## src/rtl/atm_session_fsm_if.sv

```systemverilog
// Panel/actuator bundle for the ATM session controller: keypad, reader and
// biometric strobes in, cash/printer/reader actuator levels and status out.
interface atm_session_fsm_if #(
  parameter int AMT_W = 16,
  parameter int BAL_W = 24
);
  logic             card_inserted;
  logic             card_valid;
  logic             card_invalid;
  logic             pin_valid;
  logic             pin_invalid;
  logic             mode_valid;
  logic [1:0]       mode_sel;
  logic             amount_valid;
  logic [AMT_W-1:0] amount;
  logic [BAL_W-1:0] balance_in;
  logic             face_ok;
  logic             face_fail;
  logic             otp_ok;
  logic             otp_fail;
  logic             hw_done;
  logic             cancel;

  logic             dispense_cash;
  logic             deposit_cash;
  logic             print_receipt;
  logic             capture_face;
  logic             prompt_otp;
  logic             eject_card;
  logic             retain_card;
  logic [AMT_W-1:0] txn_amount;
  logic [7:0]       display_message;

  modport master (
    output card_inserted, card_valid, card_invalid, pin_valid, pin_invalid,
           mode_valid, mode_sel, amount_valid, amount, balance_in,
           face_ok, face_fail, otp_ok, otp_fail, hw_done, cancel,
    input  dispense_cash, deposit_cash, print_receipt, capture_face,
           prompt_otp, eject_card, retain_card, txn_amount, display_message
  );

  modport slave (
    input  card_inserted, card_valid, card_invalid, pin_valid, pin_invalid,
           mode_valid, mode_sel, amount_valid, amount, balance_in,
           face_ok, face_fail, otp_ok, otp_fail, hw_done, cancel,
    output dispense_cash, deposit_cash, print_receipt, capture_face,
           prompt_otp, eject_card, retain_card, txn_amount, display_message
  );
endinterface

```

## src/rtl/atm_session_fsm.sv

```systemverilog
// ATM session controller: card scan, PIN with retry limit, mode/amount entry,
// face + optional OTP authentication, cash execution, receipt and card return.
module atm_session_fsm #(
  parameter int AMT_W         = 16,
  parameter int BAL_W         = 24,
  parameter int MAX_PIN_TRIES = 3,
  parameter int TIMEOUT_CYC   = 1000,
  parameter int OTP_THRESHOLD = 5000
) (
  input logic               clk,
  input logic               reset,
  atm_session_fsm_if.slave  bus
);

  typedef enum logic [3:0] {
    IDLE, SCAN, PIN, MODE, AMOUNT, FACE, OTP, EXEC, RECEIPT, EJECT, RETAIN
  } state_t;

  localparam int TW = $clog2(TIMEOUT_CYC + 1);
  localparam int PW = $clog2(MAX_PIN_TRIES + 1);
  localparam logic [TW-1:0] TIMER_LAST = TW'(TIMEOUT_CYC - 1);
  localparam logic [PW-1:0] PIN_LAST   = PW'(MAX_PIN_TRIES - 1);
  localparam logic [31:0]   OTP_LIMIT  = 32'(OTP_THRESHOLD);

  localparam logic [7:0] ERR_NONE    = 8'h00;
  localparam logic [7:0] ERR_FUNDS   = 8'hE1;
  localparam logic [7:0] ERR_TIMEOUT = 8'hE2;
  localparam logic [7:0] ERR_CARD    = 8'hE4;
  localparam logic [7:0] ERR_AUTH    = 8'hE5;
  localparam logic [7:0] ERR_CANCEL  = 8'hE6;

  localparam logic [1:0] MODE_WITHDRAW = 2'd0;
  localparam logic [1:0] MODE_DEPOSIT  = 2'd1;
  localparam logic [1:0] MODE_BALANCE  = 2'd2;

  state_t           state, stateNext;
  logic [TW-1:0]    timer, timerNext;
  logic [PW-1:0]    pinFailCnt, pinFailCntNext;
  logic [7:0]       errCode, errCodeNext;
  logic [AMT_W-1:0] txnAmount, txnAmountNext;
  logic [1:0]       modeReg, modeRegNext;
  logic             timedState;
  logic             strobe;
  logic             expired;

  function automatic logic [TW-1:0] timerInc(input logic [TW-1:0] t);
    return (t == {TW{1'b1}}) ? t : t + 1'b1;
  endfunction

  function automatic logic [PW-1:0] pinInc(input logic [PW-1:0] c);
    return (c == {PW{1'b1}}) ? c : c + 1'b1;
  endfunction

  function automatic logic [7:0] displayCode(input state_t s, input logic [7:0] err);
    case (s)
      IDLE:    return 8'h00;
      SCAN:    return 8'h01;
      PIN:     return 8'h02;
      MODE:    return 8'h03;
      AMOUNT:  return 8'h04;
      FACE:    return 8'h05;
      OTP:     return 8'h06;
      EXEC:    return 8'h07;
      RECEIPT: return 8'h08;
      EJECT:   return (err == ERR_NONE) ? 8'h09 : err;
      RETAIN:  return 8'hE3;
      default: return 8'h00;
    endcase
  endfunction

  always_comb begin
    stateNext      = state;
    errCodeNext    = errCode;
    pinFailCntNext = pinFailCnt;
    txnAmountNext  = txnAmount;
    modeRegNext    = modeReg;
    timedState     = (state inside {SCAN, PIN, MODE, AMOUNT, FACE, OTP});

    // Any strobe meaningful in the current state restarts its inactivity timer,
    // whether or not the strobe is acted upon.
    case (state)
      SCAN:    strobe = bus.card_valid | bus.card_invalid;
      PIN:     strobe = bus.pin_valid | bus.pin_invalid;
      MODE:    strobe = bus.mode_valid;
      AMOUNT:  strobe = bus.amount_valid;
      FACE:    strobe = bus.face_ok | bus.face_fail;
      OTP:     strobe = bus.otp_ok | bus.otp_fail;
      default: strobe = 1'b0;
    endcase
    expired = timedState && (timer >= TIMER_LAST);

    if (timedState && bus.cancel) begin
      stateNext   = EJECT;
      errCodeNext = ERR_CANCEL;
    end else if (expired) begin
      stateNext   = EJECT;
      errCodeNext = ERR_TIMEOUT;
    end else begin
      case (state)
        IDLE: if (bus.card_inserted) stateNext = SCAN;
        SCAN: begin
          if (bus.card_invalid) begin
            stateNext   = EJECT;
            errCodeNext = ERR_CARD;
          end else if (bus.card_valid) begin
            stateNext = PIN;
          end
        end
        PIN: begin
          if (bus.pin_invalid) begin
            pinFailCntNext = pinInc(pinFailCnt);
            if (pinFailCnt >= PIN_LAST) stateNext = RETAIN;
          end else if (bus.pin_valid) begin
            stateNext = MODE;
          end
        end
        MODE: begin
          if (bus.mode_valid) begin
            case (bus.mode_sel)
              MODE_WITHDRAW, MODE_DEPOSIT: begin
                stateNext   = AMOUNT;
                modeRegNext = bus.mode_sel;
              end
              MODE_BALANCE: begin
                stateNext   = RECEIPT;
                modeRegNext = MODE_BALANCE;
              end
              default: ;
            endcase
          end
        end
        AMOUNT: begin
          if (bus.amount_valid && (bus.amount != '0)) begin
            if ((modeReg == MODE_WITHDRAW) && (BAL_W'(bus.amount) > bus.balance_in)) begin
              stateNext   = EJECT;
              errCodeNext = ERR_FUNDS;
            end else begin
              txnAmountNext = bus.amount;
              stateNext     = (modeReg == MODE_WITHDRAW) ? FACE : EXEC;
            end
          end
        end
        FACE: begin
          if (bus.face_fail) begin
            stateNext   = EJECT;
            errCodeNext = ERR_AUTH;
          end else if (bus.face_ok) begin
            stateNext = (32'(txnAmount) >= OTP_LIMIT) ? OTP : EXEC;
          end
        end
        OTP: begin
          if (bus.otp_fail) begin
            stateNext   = EJECT;
            errCodeNext = ERR_AUTH;
          end else if (bus.otp_ok) begin
            stateNext = EXEC;
          end
        end
        EXEC:    if (bus.hw_done) stateNext = RECEIPT;
        RECEIPT: if (bus.hw_done) stateNext = EJECT;
        EJECT: begin
          if (!bus.card_inserted) begin
            stateNext      = IDLE;
            errCodeNext    = ERR_NONE;
            pinFailCntNext = '0;
            txnAmountNext  = '0;
            modeRegNext    = MODE_WITHDRAW;
          end
        end
        RETAIN: begin
          stateNext      = IDLE;
          errCodeNext    = ERR_NONE;
          pinFailCntNext = '0;
          txnAmountNext  = '0;
          modeRegNext    = MODE_WITHDRAW;
        end
        default: stateNext = IDLE;
      endcase
    end

    timerNext = (!timedState || (stateNext != state) || strobe) ? '0 : timerInc(timer);
  end

  // Outputs are decoded from the next state so they appear registered, one
  // cycle after the edge that samples the causing input.
  always_ff @(posedge clk or negedge reset) begin
    if (!reset) begin
      state               <= IDLE;
      timer               <= '0;
      pinFailCnt          <= '0;
      errCode             <= ERR_NONE;
      txnAmount           <= '0;
      modeReg             <= MODE_WITHDRAW;
      bus.dispense_cash   <= 1'b0;
      bus.deposit_cash    <= 1'b0;
      bus.print_receipt   <= 1'b0;
      bus.capture_face    <= 1'b0;
      bus.prompt_otp      <= 1'b0;
      bus.eject_card      <= 1'b0;
      bus.retain_card     <= 1'b0;
      bus.display_message <= 8'h00;
    end else begin
      state               <= stateNext;
      timer               <= timerNext;
      pinFailCnt          <= pinFailCntNext;
      errCode             <= errCodeNext;
      txnAmount           <= txnAmountNext;
      modeReg             <= modeRegNext;
      bus.dispense_cash   <= (stateNext == EXEC) && (modeRegNext == MODE_WITHDRAW);
      bus.deposit_cash    <= (stateNext == EXEC) && (modeRegNext == MODE_DEPOSIT);
      bus.print_receipt   <= (stateNext == RECEIPT);
      bus.capture_face    <= (stateNext == FACE);
      bus.prompt_otp      <= (stateNext == OTP);
      bus.eject_card      <= (stateNext == EJECT) && (state != EJECT);
      bus.retain_card     <= (stateNext == RETAIN) && (state != RETAIN);
      bus.display_message <= displayCode(stateNext, errCodeNext);
    end
  end

  assign bus.txn_amount = txnAmount;

endmodule
```

## src/flat_wrapper.sv

```systemverilog
// flat-port wrapper written by rule: the top's interface ports become plain ports
module atm_session_fsm_flat 
#(
  parameter int AMT_W         = 16,
  parameter int BAL_W         = 24,
  parameter int MAX_PIN_TRIES = 3,
  parameter int TIMEOUT_CYC   = 1000,
  parameter int OTP_THRESHOLD = 5000
)
  (clk, reset, bus_card_inserted, bus_card_valid, bus_card_invalid, bus_pin_valid, bus_pin_invalid, bus_mode_valid, bus_mode_sel, bus_amount_valid, bus_amount, bus_balance_in, bus_face_ok, bus_face_fail, bus_otp_ok, bus_otp_fail, bus_hw_done, bus_cancel, bus_dispense_cash, bus_deposit_cash, bus_print_receipt, bus_capture_face, bus_prompt_otp, bus_eject_card, bus_retain_card, bus_txn_amount, bus_display_message);
  atm_session_fsm_if #(.AMT_W(AMT_W), .BAL_W(BAL_W)) bus_i ();
  input logic clk;
  input logic reset;
  input wire logic [$bits(bus_i.card_inserted)-1:0] bus_card_inserted;
  input wire logic [$bits(bus_i.card_valid)-1:0] bus_card_valid;
  input wire logic [$bits(bus_i.card_invalid)-1:0] bus_card_invalid;
  input wire logic [$bits(bus_i.pin_valid)-1:0] bus_pin_valid;
  input wire logic [$bits(bus_i.pin_invalid)-1:0] bus_pin_invalid;
  input wire logic [$bits(bus_i.mode_valid)-1:0] bus_mode_valid;
  input wire logic [$bits(bus_i.mode_sel)-1:0] bus_mode_sel;
  input wire logic [$bits(bus_i.amount_valid)-1:0] bus_amount_valid;
  input wire logic [$bits(bus_i.amount)-1:0] bus_amount;
  input wire logic [$bits(bus_i.balance_in)-1:0] bus_balance_in;
  input wire logic [$bits(bus_i.face_ok)-1:0] bus_face_ok;
  input wire logic [$bits(bus_i.face_fail)-1:0] bus_face_fail;
  input wire logic [$bits(bus_i.otp_ok)-1:0] bus_otp_ok;
  input wire logic [$bits(bus_i.otp_fail)-1:0] bus_otp_fail;
  input wire logic [$bits(bus_i.hw_done)-1:0] bus_hw_done;
  input wire logic [$bits(bus_i.cancel)-1:0] bus_cancel;
  output wire logic [$bits(bus_i.dispense_cash)-1:0] bus_dispense_cash;
  output wire logic [$bits(bus_i.deposit_cash)-1:0] bus_deposit_cash;
  output wire logic [$bits(bus_i.print_receipt)-1:0] bus_print_receipt;
  output wire logic [$bits(bus_i.capture_face)-1:0] bus_capture_face;
  output wire logic [$bits(bus_i.prompt_otp)-1:0] bus_prompt_otp;
  output wire logic [$bits(bus_i.eject_card)-1:0] bus_eject_card;
  output wire logic [$bits(bus_i.retain_card)-1:0] bus_retain_card;
  output wire logic [$bits(bus_i.txn_amount)-1:0] bus_txn_amount;
  output wire logic [$bits(bus_i.display_message)-1:0] bus_display_message;
  assign bus_i.card_inserted = bus_card_inserted;
  assign bus_i.card_valid = bus_card_valid;
  assign bus_i.card_invalid = bus_card_invalid;
  assign bus_i.pin_valid = bus_pin_valid;
  assign bus_i.pin_invalid = bus_pin_invalid;
  assign bus_i.mode_valid = bus_mode_valid;
  assign bus_i.mode_sel = bus_mode_sel;
  assign bus_i.amount_valid = bus_amount_valid;
  assign bus_i.amount = bus_amount;
  assign bus_i.balance_in = bus_balance_in;
  assign bus_i.face_ok = bus_face_ok;
  assign bus_i.face_fail = bus_face_fail;
  assign bus_i.otp_ok = bus_otp_ok;
  assign bus_i.otp_fail = bus_otp_fail;
  assign bus_i.hw_done = bus_hw_done;
  assign bus_i.cancel = bus_cancel;
  assign bus_dispense_cash = bus_i.dispense_cash;
  assign bus_deposit_cash = bus_i.deposit_cash;
  assign bus_print_receipt = bus_i.print_receipt;
  assign bus_capture_face = bus_i.capture_face;
  assign bus_prompt_otp = bus_i.prompt_otp;
  assign bus_eject_card = bus_i.eject_card;
  assign bus_retain_card = bus_i.retain_card;
  assign bus_txn_amount = bus_i.txn_amount;
  assign bus_display_message = bus_i.display_message;
  atm_session_fsm #(.AMT_W(AMT_W), .BAL_W(BAL_W), .MAX_PIN_TRIES(MAX_PIN_TRIES), .TIMEOUT_CYC(TIMEOUT_CYC), .OTP_THRESHOLD(OTP_THRESHOLD)) u_core (.clk(clk), .reset(reset), .bus(bus_i));
endmodule
```

## config.mk

```make
export PLATFORM = sky130hd
export DESIGN_NAME = atm_session_fsm_flat
export DESIGN_NICKNAME = d
export VERILOG_FILES = /design/src/rtl/atm_session_fsm_if.sv /design/src/rtl/atm_session_fsm.sv /design/src/flat_wrapper.sv
export SDC_FILE = /design/constraint.sdc
export NUM_CORES = 1
export LEC_CHECK = 0
export CORE_UTILIZATION = 55
export DETAILED_ROUTE_END_ITERATION = 8
export PLACE_DENSITY = 0.94
export SLEW_MARGIN = 20
export SYNTH_ARGS = -nofsm -noshare
export SYNTH_HDL_FRONTEND = slang
export SYNTH_SLANG_ARGS = --single-unit
```

## constraint.sdc

```tcl
create_clock -name clk -period 4.7 [get_ports clk]
set_input_delay 0.705 -clock clk [delete_from_list [all_inputs] [get_ports clk]]
set_output_delay 0.705 -clock clk [all_outputs]
set_load 0.01 [all_outputs]
```

Yosys cells after proc, flatten, opt, wreduce, memory -nomap -nowiden
Cells that the tools add are included.
{ "totals": {"regBits": 57, "in_bits": 57, "out_inout_bits": 31, "elab_cells": 133} }
{ "classes": {"n_reduce_logical": 23, "n_mux": 50, "eq_ne": 34, "bitwise_logic": 6, "addsub": 2, "magnitude_cmp": 4} }
{ "ops": {"columns": ["cell", "n"], "rows": [
  ["$pmux 8 s10", 1],
  ["$mux 4", 18],
  ["$mux 8", 9],
  ["$mux 16", 3],
  ["$pmux 16 s3", 1],
  ["$pmux 8 s6", 1],
  ["$pmux 4 s10", 1],
  ["$eq 4x3->1 const B", 8],
  ["$eq 4x4->1 const B", 6],
  ["$gt 16x24->1", 1],
  ["$mux 10", 2],
  ["$eq 4x2->1 const B", 4],
  ["$ge 16x13->1 const B", 1],
  ["$mux 2", 8],
  ["$reduce_bool 16->1", 1],
  ["$pmux 2 s3", 2],
  ["$reduce_and 6->1", 2],
  ["$add 10x1->10 const B", 1],
  ["$eq 10x10->1 const B", 1],
  ["$ge 10x10->1 const B", 1],
  ["$ne 2x2->1 const B", 5],
  ["$eq 4x1->1 const B", 2],
  ["$logic_and 1x1->1", 8],
  ["$logic_not 8->1", 1],
  ["other kinds (20)", 31]
]} }

Depth between registers and ports, before layout
Gate-level depths: netlist of the first run.
{ "depth": {"word_depth": 11, "depth_mapped": 11, "depth_no_buf": 10} }

Worst setup path before layout of the first run
No wires, ideal clock.
{ "synth_path": {"path_kind": "input-to-reg", "start": "input port bus_balance_in[5]", "end": "register u_core.bus.deposit_cash", "cell_stages": 10, "arrival_time_ps": 2970, "slack_ps": 1657, "setup_time_ps": 72, "path_buffers": 0, "required_ps": 4628, "cell_sequence": "inv_1 -> ha_1 -> a211oi_1 -> nor2_1 -> o311ai_2 -> a2111oi_4 -> o31ai_1 -> nand3_1 -> or4b_1 -> nor2_1"} }
{ "synth_between": {"elab_chain_len": 9} }
{ "synth_lines": {"columns": ["item", "line_no", "rtl"], "rows": [
  ["start, declared", "flat_wrapper.sv:23", "input wire logic [$bits(bus_i.balance_in)-1:0] bus_balance_in;"],
  ["$gt 16x24->1", "atm_session_fsm.sv:134", "if ((modeReg == MODE_WITHDRAW) && (BAL_W'(bus.amount) > bus.balance_in)) begin"],
  ["$logic_and 1x1->1", "atm_session_fsm.sv:134", null],
  ["$mux 4", "atm_session_fsm.sv:134", null],
  ["$mux 4", "atm_session_fsm.sv:133", "if (bus.amount_valid && (bus.amount != '0)) begin"],
  ["$pmux 4 s10", "atm_session_fsm.sv:99", "case (state)"],
  ["$mux 4", "atm_session_fsm.sv:95", "end else if (expired) begin"],
  ["$mux 4", "atm_session_fsm.sv:92", "if (timedState && bus.cancel) begin"],
  ["$eq 4x3->1", "atm_session_fsm.sv:210", "bus.deposit_cash <= (stateNext == EXEC) && (modeRegNext == MODE_DEPOSIT);"],
  ["$logic_and 1x1->1", "atm_session_fsm.sv:210", null],
  ["end signal, assigned", "atm_session_fsm.sv:210", null],
  ["end, declared", "atm_session_fsm_if.sv:46", "output dispense_cash, deposit_cash, print_receipt, capture_face,"]
]} }
No other way between the ends.
A chain may end at the register's enable or synchronous reset.

Worst setup path in the final report of the first run
Same ends and word-level chain as after synthesis.

==> results of run 1 <==
## layer usage
| metal | vias to the layer above | wire length, microns | GRT usage |
|---|---|---|---|
| li1 | 1703 | - | - |
| met1 | 1726 | 4110 | 0.375 |
| met2 | 176 | 5100 | 0.531 |
| met3 | 39 | 648 | 0.0610 |
| met4 | 0 | 334 | 0.145 |
| met5 | - | 0 | 0 |
## final cells by class
cell class | instances | area [sq um]
inverter | 48 | 180
sequential | 57 | 1430
timing repair buffer | 89 | 881
tap | 77 | 96.3
clock inverter | 6 | 66.3
fill | 447 | 1600
clock buffer | 10 | 138
multi-input combinational | 314 | 2070
## through the flow
step | total power [uW] | worst slack, ns | hold WS, ns | std cells
floorplan | 1490 | 1.66 | 0.409 | 433
global placement | 1900 | 1.01 | 0.461 | 585
detailed placement | 1940 | 0.940 | 0.477 | 585
CTS | 2420 | 1.30 | 0.499 | 601
global route | 2600 | 1.00 | 0.510 | 601
finish | 2440 | 1.25 | 0.477 | 601
## flip-flops by register name, indices dropped and copies added, names as in the netlist
name,flops
u_core.state,4
u_core.pinFailCnt,2
u_core.bus.capture_face,1
u_core.errCode,8
u_core.bus.retain_card,1
u_core.timer,10
u_core.bus.deposit_cash,1
u_core.bus.eject_card,1
u_core.bus.dispense_cash,1
u_core.bus.display_message,8
u_core.modeReg,2
u_core.bus.txn_amount,16
u_core.bus.print_receipt,1
u_core.bus.prompt_otp,1
## path summary, 6_finish.rpt
check	from	end	slack, ns	cells after the start
setup / recovery	bus_balance_in[5]	u_core.bus.deposit_cash$_DFF_PN0_	1.25	11
hold / removal	reset	u_core.timer[5]$_DFFE_PN0P_	0.48	2
setup reg to reg	u_core.timer[0]$_DFFE_PN0P_	u_core.timer[9]$_DFFE_PN0P_	1.60	8
hold reg to reg	u_core.errCode[4]$_DFF_PN0_	u_core.errCode[4]$_DFF_PN0_	0.49	2
max in group asynchronous	reset	u_core.bus.txn_amount[1]$_DFFE_PN0P_	3.74	2
min in group clk	u_core.errCode[4]$_DFF_PN0_	u_core.errCode[4]$_DFF_PN0_	0.49	2
## logic make-up after synthesis
kind of cell               Yosys count  synth area share
muxes                                6            0.0181
and+or+nand+nor                    172             0.245
AOI/OAI and AO/OA                  109             0.209
buffers and inverters               62            0.0627
DFF                                 57             0.382
xor gates and xnor gates             8            0.0188
adders and majority gates           19            0.0637
## placed cells by master (no fill, tap or decap), types with 5 or more instances in the layout
cell type	n
clkdlybuf4s50_1	86
dfrtp_1	57
inv_1	48
o21ai_0	41
nor2_1	39
nand2_1	39
nand3_1	28
a21oi_1	20
ha_1	19
nand2b_1	11
nor3_1	10
clkbuf_8	10
nor2b_1	7
nand4_1	6
or4_4	5
a211oi_1	5
o211ai_1	5
o21a_1	5
## power breakdown
group	internal (uW)	switching, uW
clock	260	221
sequential	630	156
combinational	518	658
## worst max-delay path: stages
cell and delay (ns):
clkdlybuf4s50_1 0.45, inv_1 0.04, ha_1 0.29, a211oi_1 0.30
nor2_1 0.10, o311ai_2 0.48, a2111oi_4 0.14, o31ai_1 0.30
nand3_1 0.20, or4b_1 0.61, nor2_1 0.10
==> impl_metrics.tcl, run 1 <==
set metrics [dict create \
    status "complete, but fails checks" \
    violations "design-rule violations" \
    wl_per_cell_microns 17.0 \
    maxCapViolCount 0 \
    dp_hpwl_microns 7660 \
    vias_per_cell 6.06 \
    drc 1 \
    rsz0062_at_grt "false" \
    ir_worst_vdd_mv 0.274 \
    avgSynthCellArea_sq_um 8.62 \
    root_buffer "clkbuf_8" \
    clockBufferDepth 2 \
    yosysMostFrequentCell "dfrtp_1" \
    place_area_sq_um 4650 \
    p_leak_uw 0.00215 \
    end_kind "flop" \
    core_area_sq_um 6460 \
    ctsResizeCount 0 \
    cp.required_ns 4.98 \
    crit_path_max_fanout 4 \
    syn_area_sq_um 3730 \
    antenna_found_initial 0 \
    tns_ns 0 \
    arrival_ns 3.72 \
    synth_edf_count 0 \
    grt_overflow 0 \
    routed_wl_microns 10200 \
    drtAntennaViolNets 0 \
    area_growth_pct 30.2 \
    synthTopCellsByArea "dfrtp_1 38%, ha_1 6.4%, o21ai_0 5.5%" \
    grt_pass1_wl_microns 17200 \
    timing.fmax_mhz 290 \
    drive_gt1_frac 0.0840 \
    drt-initial-drc-count 333 \
    start_util 0.578 \
    cts_tree "built" \
    first_global_vias 3657 \
    ys.flop_type "dfrtp_1" \
    cts_max_level 3 \
    worst_pin_slew_ns 1.04 \
    track_usage 0.309 \
    post-route-period-util 0.733 \
    ys_warn_count 0 \
    vias 3644 \
    cts_buffers 9 \
    path_clk_slew_ns 0.08 \
    die_h_microns 84.4 \
    ys_ff_latch 57 \
    portBuffers 87 \
    finish.instance_area_sq_um 4860 \
    slew_violations 0 \
    p_per_area_nw_per_um2 503 \
    die_x_microns 84.4 \
    hp-class "in2async" \
    netlist.area_leader.share 0.382 \
    async_flop_share 1.00 \
    cts_hold_buf 0 \
    post-cts-setup-buffer-count 0 \
    skew_ns 0.0112 \
    nets 595 \
    startpoint_type "primary input" \
    die_area_sq_um 7120 \
    place.gp.congestion 0.947 \
    cts.sinks 57 \
    rows 29 \
    ys_types 64 \
    synth_area_leader_cell "dfrtp_1" \
    num_antenna_cells 0 \
    final-setup-viol-count 0 \
    dr.pass1.iters 9 \
    grt_start_max_net_pins 58 \
    synth_common_cells "57 x dfrtp_1, 48 x inv_1, 41 x o21ai_0" \
    syn_inst 433 \
    crit_type "in2reg" \
    fin_util 0.752 \
    relSlewSlack 0.302 \
    ys_seq_area_frac 0.382 \
    syn_nets 509 \
    io_pins 88 \
    timing_hold_violations_final 0 \
    layout_min_cycle_time_ns 3.45 \
    clock_latency_ns 0.35 \
]
(Power assumes the default switching activity.)
==> run 2: changes to the inputs <==
- CORE_UTILIZATION: 55 -> 46
- PLACE_DENSITY: 0.94 -> 0.85
- clock period: 4.7 -> 3 ns (I/O delays scaled with it)
==> run 2 against run 1 <==
- the run now ends clean
- global-route usage shrank 3.8 points
- clock skew down 0.0021 ns
- wire length grew 15%
- largest power group unchanged
- die area increased by 19%
- clock power rose by 54%
- hold slack worse by 0.42 ns
- register-to-register slack worse by 1.4 ns
- cell area grew 13%
- non-clock buffer count is 41 higher
- critical path depth shrank 1
- critical endpoint is now u_core.bus.display_message[3]$_DFF_PN0_
- via count is 5.2% higher
==> impl_metrics.tcl, run 2 (synthesized netlist as in run 1, its figures left out) <==
set metrics [dict create \
    portBuffers 87 \
    reg2reg_slack_ns 0.22 \
    p_leak_uw 0.00258 \
    place_area_sq_um 5000 \
    cts_tree "built" \
    hold_slack_ns 0.0581 \
    rows 32 \
    io_pins 88 \
    area_growth_pct 46.8 \
    slowest_delay_ns 0.50 \
    path_clk_slew_ns 0.07 \
    drc 0 \
    slew_violations 0 \
    setup_slack_ns 0.0761 \
    die_x_microns 92.1 \
    r2r_end "u_core.bus.dispense_cash$_DFF_PN0_" \
    track_usage 0.271 \
    crit_path_max_fanout 3 \
    num_antenna_cells 0 \
    drtAntennaViolNets 0 \
    cts.sinks 57 \
    skew_ns 0.00910 \
    antenna_found_initial 0 \
    path_common_cell "a2111oi_4" \
    worst_pin_slew_ns 0.684 \
    grt_start_max_net_pins 33 \
    layoutNonFillerInstCount 667 \
    ir_worst_vdd_mv 0.407 \
    dr.pass1.iters 6 \
    grt_pass1_wl_microns 18000 \
    root_buffer "clkbuf_8" \
    crit_path_cell_trace "clkdlybuf4s50_1 -> or4_4 -> buf_6 -> nor3_2 -> a22oi_2 -> a2111oi_4 -> o32ai_4 -> a2111oi_4 -> nand2b_1 -> a31oi_1" \
    mostFrequentLayoutCell "clkdlybuf4s50_1" \
    cp.required_ns 3.26 \
    preCtsSetupSlack_ns -0.378 \
    maxCapViolCount 0 \
    clock_latency_ns 0.34 \
    nets 636 \
    relSlewSlack 0.537 \
    r2r_start "u_core.timer[0]$_DFFE_PN0P_" \
    largest_register_ffs 16 \
    p_per_area_nw_per_um2 759 \
    place.gp.congestion 0.961 \
    final-setup-viol-count 0 \
    start_util 0.480 \
    status "finished, final reports clean" \
    cts_max_level 3 \
    clockBufferDepth 2 \
    die_area_sq_um 8480 \
    end_kind "flop" \
    drive_gt1_frac 0.198 \
    drt-initial-drc-count 320 \
    vias 3834 \
    grt_overflow 0 \
    finish.instance_area_sq_um 5480 \
    reg2reg_depth 8 \
    core_area_sq_um 7770 \
    die_h_microns 92.1 \
    timing_hold_violations_final 0 \
    timing.fmax_mhz 342 \
    arrival_ns 3.18 \
    first_global_vias 3714 \
    rsz0062_at_grt "true" \
    finalPower_uw 4160 \
    layout_min_cycle_time_ns 2.92 \
    routed_wl_microns 11700 \
    wl_per_cell_microns 17.6 \
    crit_type "in2reg" \
    final_cell_mix "62 x clkdlybuf4s50_1, 57 x dfrtp_1, 41 x inv_1" \
    hp-class "in2async" \
    startpoint_type "primary input" \
    vias_per_cell 5.75 \
    critPathSlowestCell "a2111oi_4" \
    cts_buffers 9 \
    dp_hpwl_microns 8280 \
    dp_cells 650 \
    post-route-period-util 0.975 \
]
run 2: worst max path at each step:
stage	startpoint	depth (start not counted)	to	slack, ns
after global routing	bus_balance_in[7]	11	u_core.bus.display_message[3]$_DFF_PN0_	-0.01
after floorplan	bus_balance_in[5]	10	u_core.bus.deposit_cash$_DFF_PN0_	0.21
after detailed placement	bus_balance_in[5]	11	u_core.bus.dispense_cash$_DFF_PN0_	-0.38
after CTS	bus_balance_in[5]	11	u_core.bus.deposit_cash$_DFF_PN0_	0.03
final	bus_balance_in[19]	10	u_core.bus.display_message[3]$_DFF_PN0_	0.08
after global placement	bus_balance_in[5]	11	u_core.bus.dispense_cash$_DFF_PN0_	-0.29
run 2: what timing repair did:
| action | in CTS | in global routing |
|---|---|---|
| hold buffers | 0 | 0 |
| gates resized for setup | 0 | 61 |
| buffers inserted | 0 | 1 |
| pin swaps | 1 | 24 |
| setup endpoints to repair | 3 | 20 |
| gates cloned | 0 | 0 |
run 2: final cells by class:
class	instances	area [sq um]
well taps	102	128
multi-input cells	314	2270
fillers	556	2290
flip-flops and latches	57	1430
inverters	48	180
clock buffers	10	138
clock inverters	6	66.3
repair buffers	130	1270
run 2: per-layer routing:
metal  global-route usage  part of all wire
met5                    0                 0
met4               0.0846             0.028
met3               0.0622             0.069
met2                0.438              0.48
met1                0.359              0.42
run 2: where the power goes:
part	internal, uW	switching (uW)
clock	407	334
sequential	989	175
combinational	1040	1210
total	2430	1720
run 2: metrics by stage:
step	setup TNS, ns	utilization
2_1_floorplan	0	-
3_3_place_gp	-4.62	0.644
3_5_place_dp	-7.80	0.644
4_1_cts	0	0.670
5_1_grt	-0.0228	0.705
6_report	0	0.705
run 2: worst max-delay path, delay by kind of cell:
kind                   cells  cell delay [ns]
AO/OA/AOI/OAI              5             1.44
AND/OR/NAND/NOR            3             0.74
buffers and inverters      2             0.54
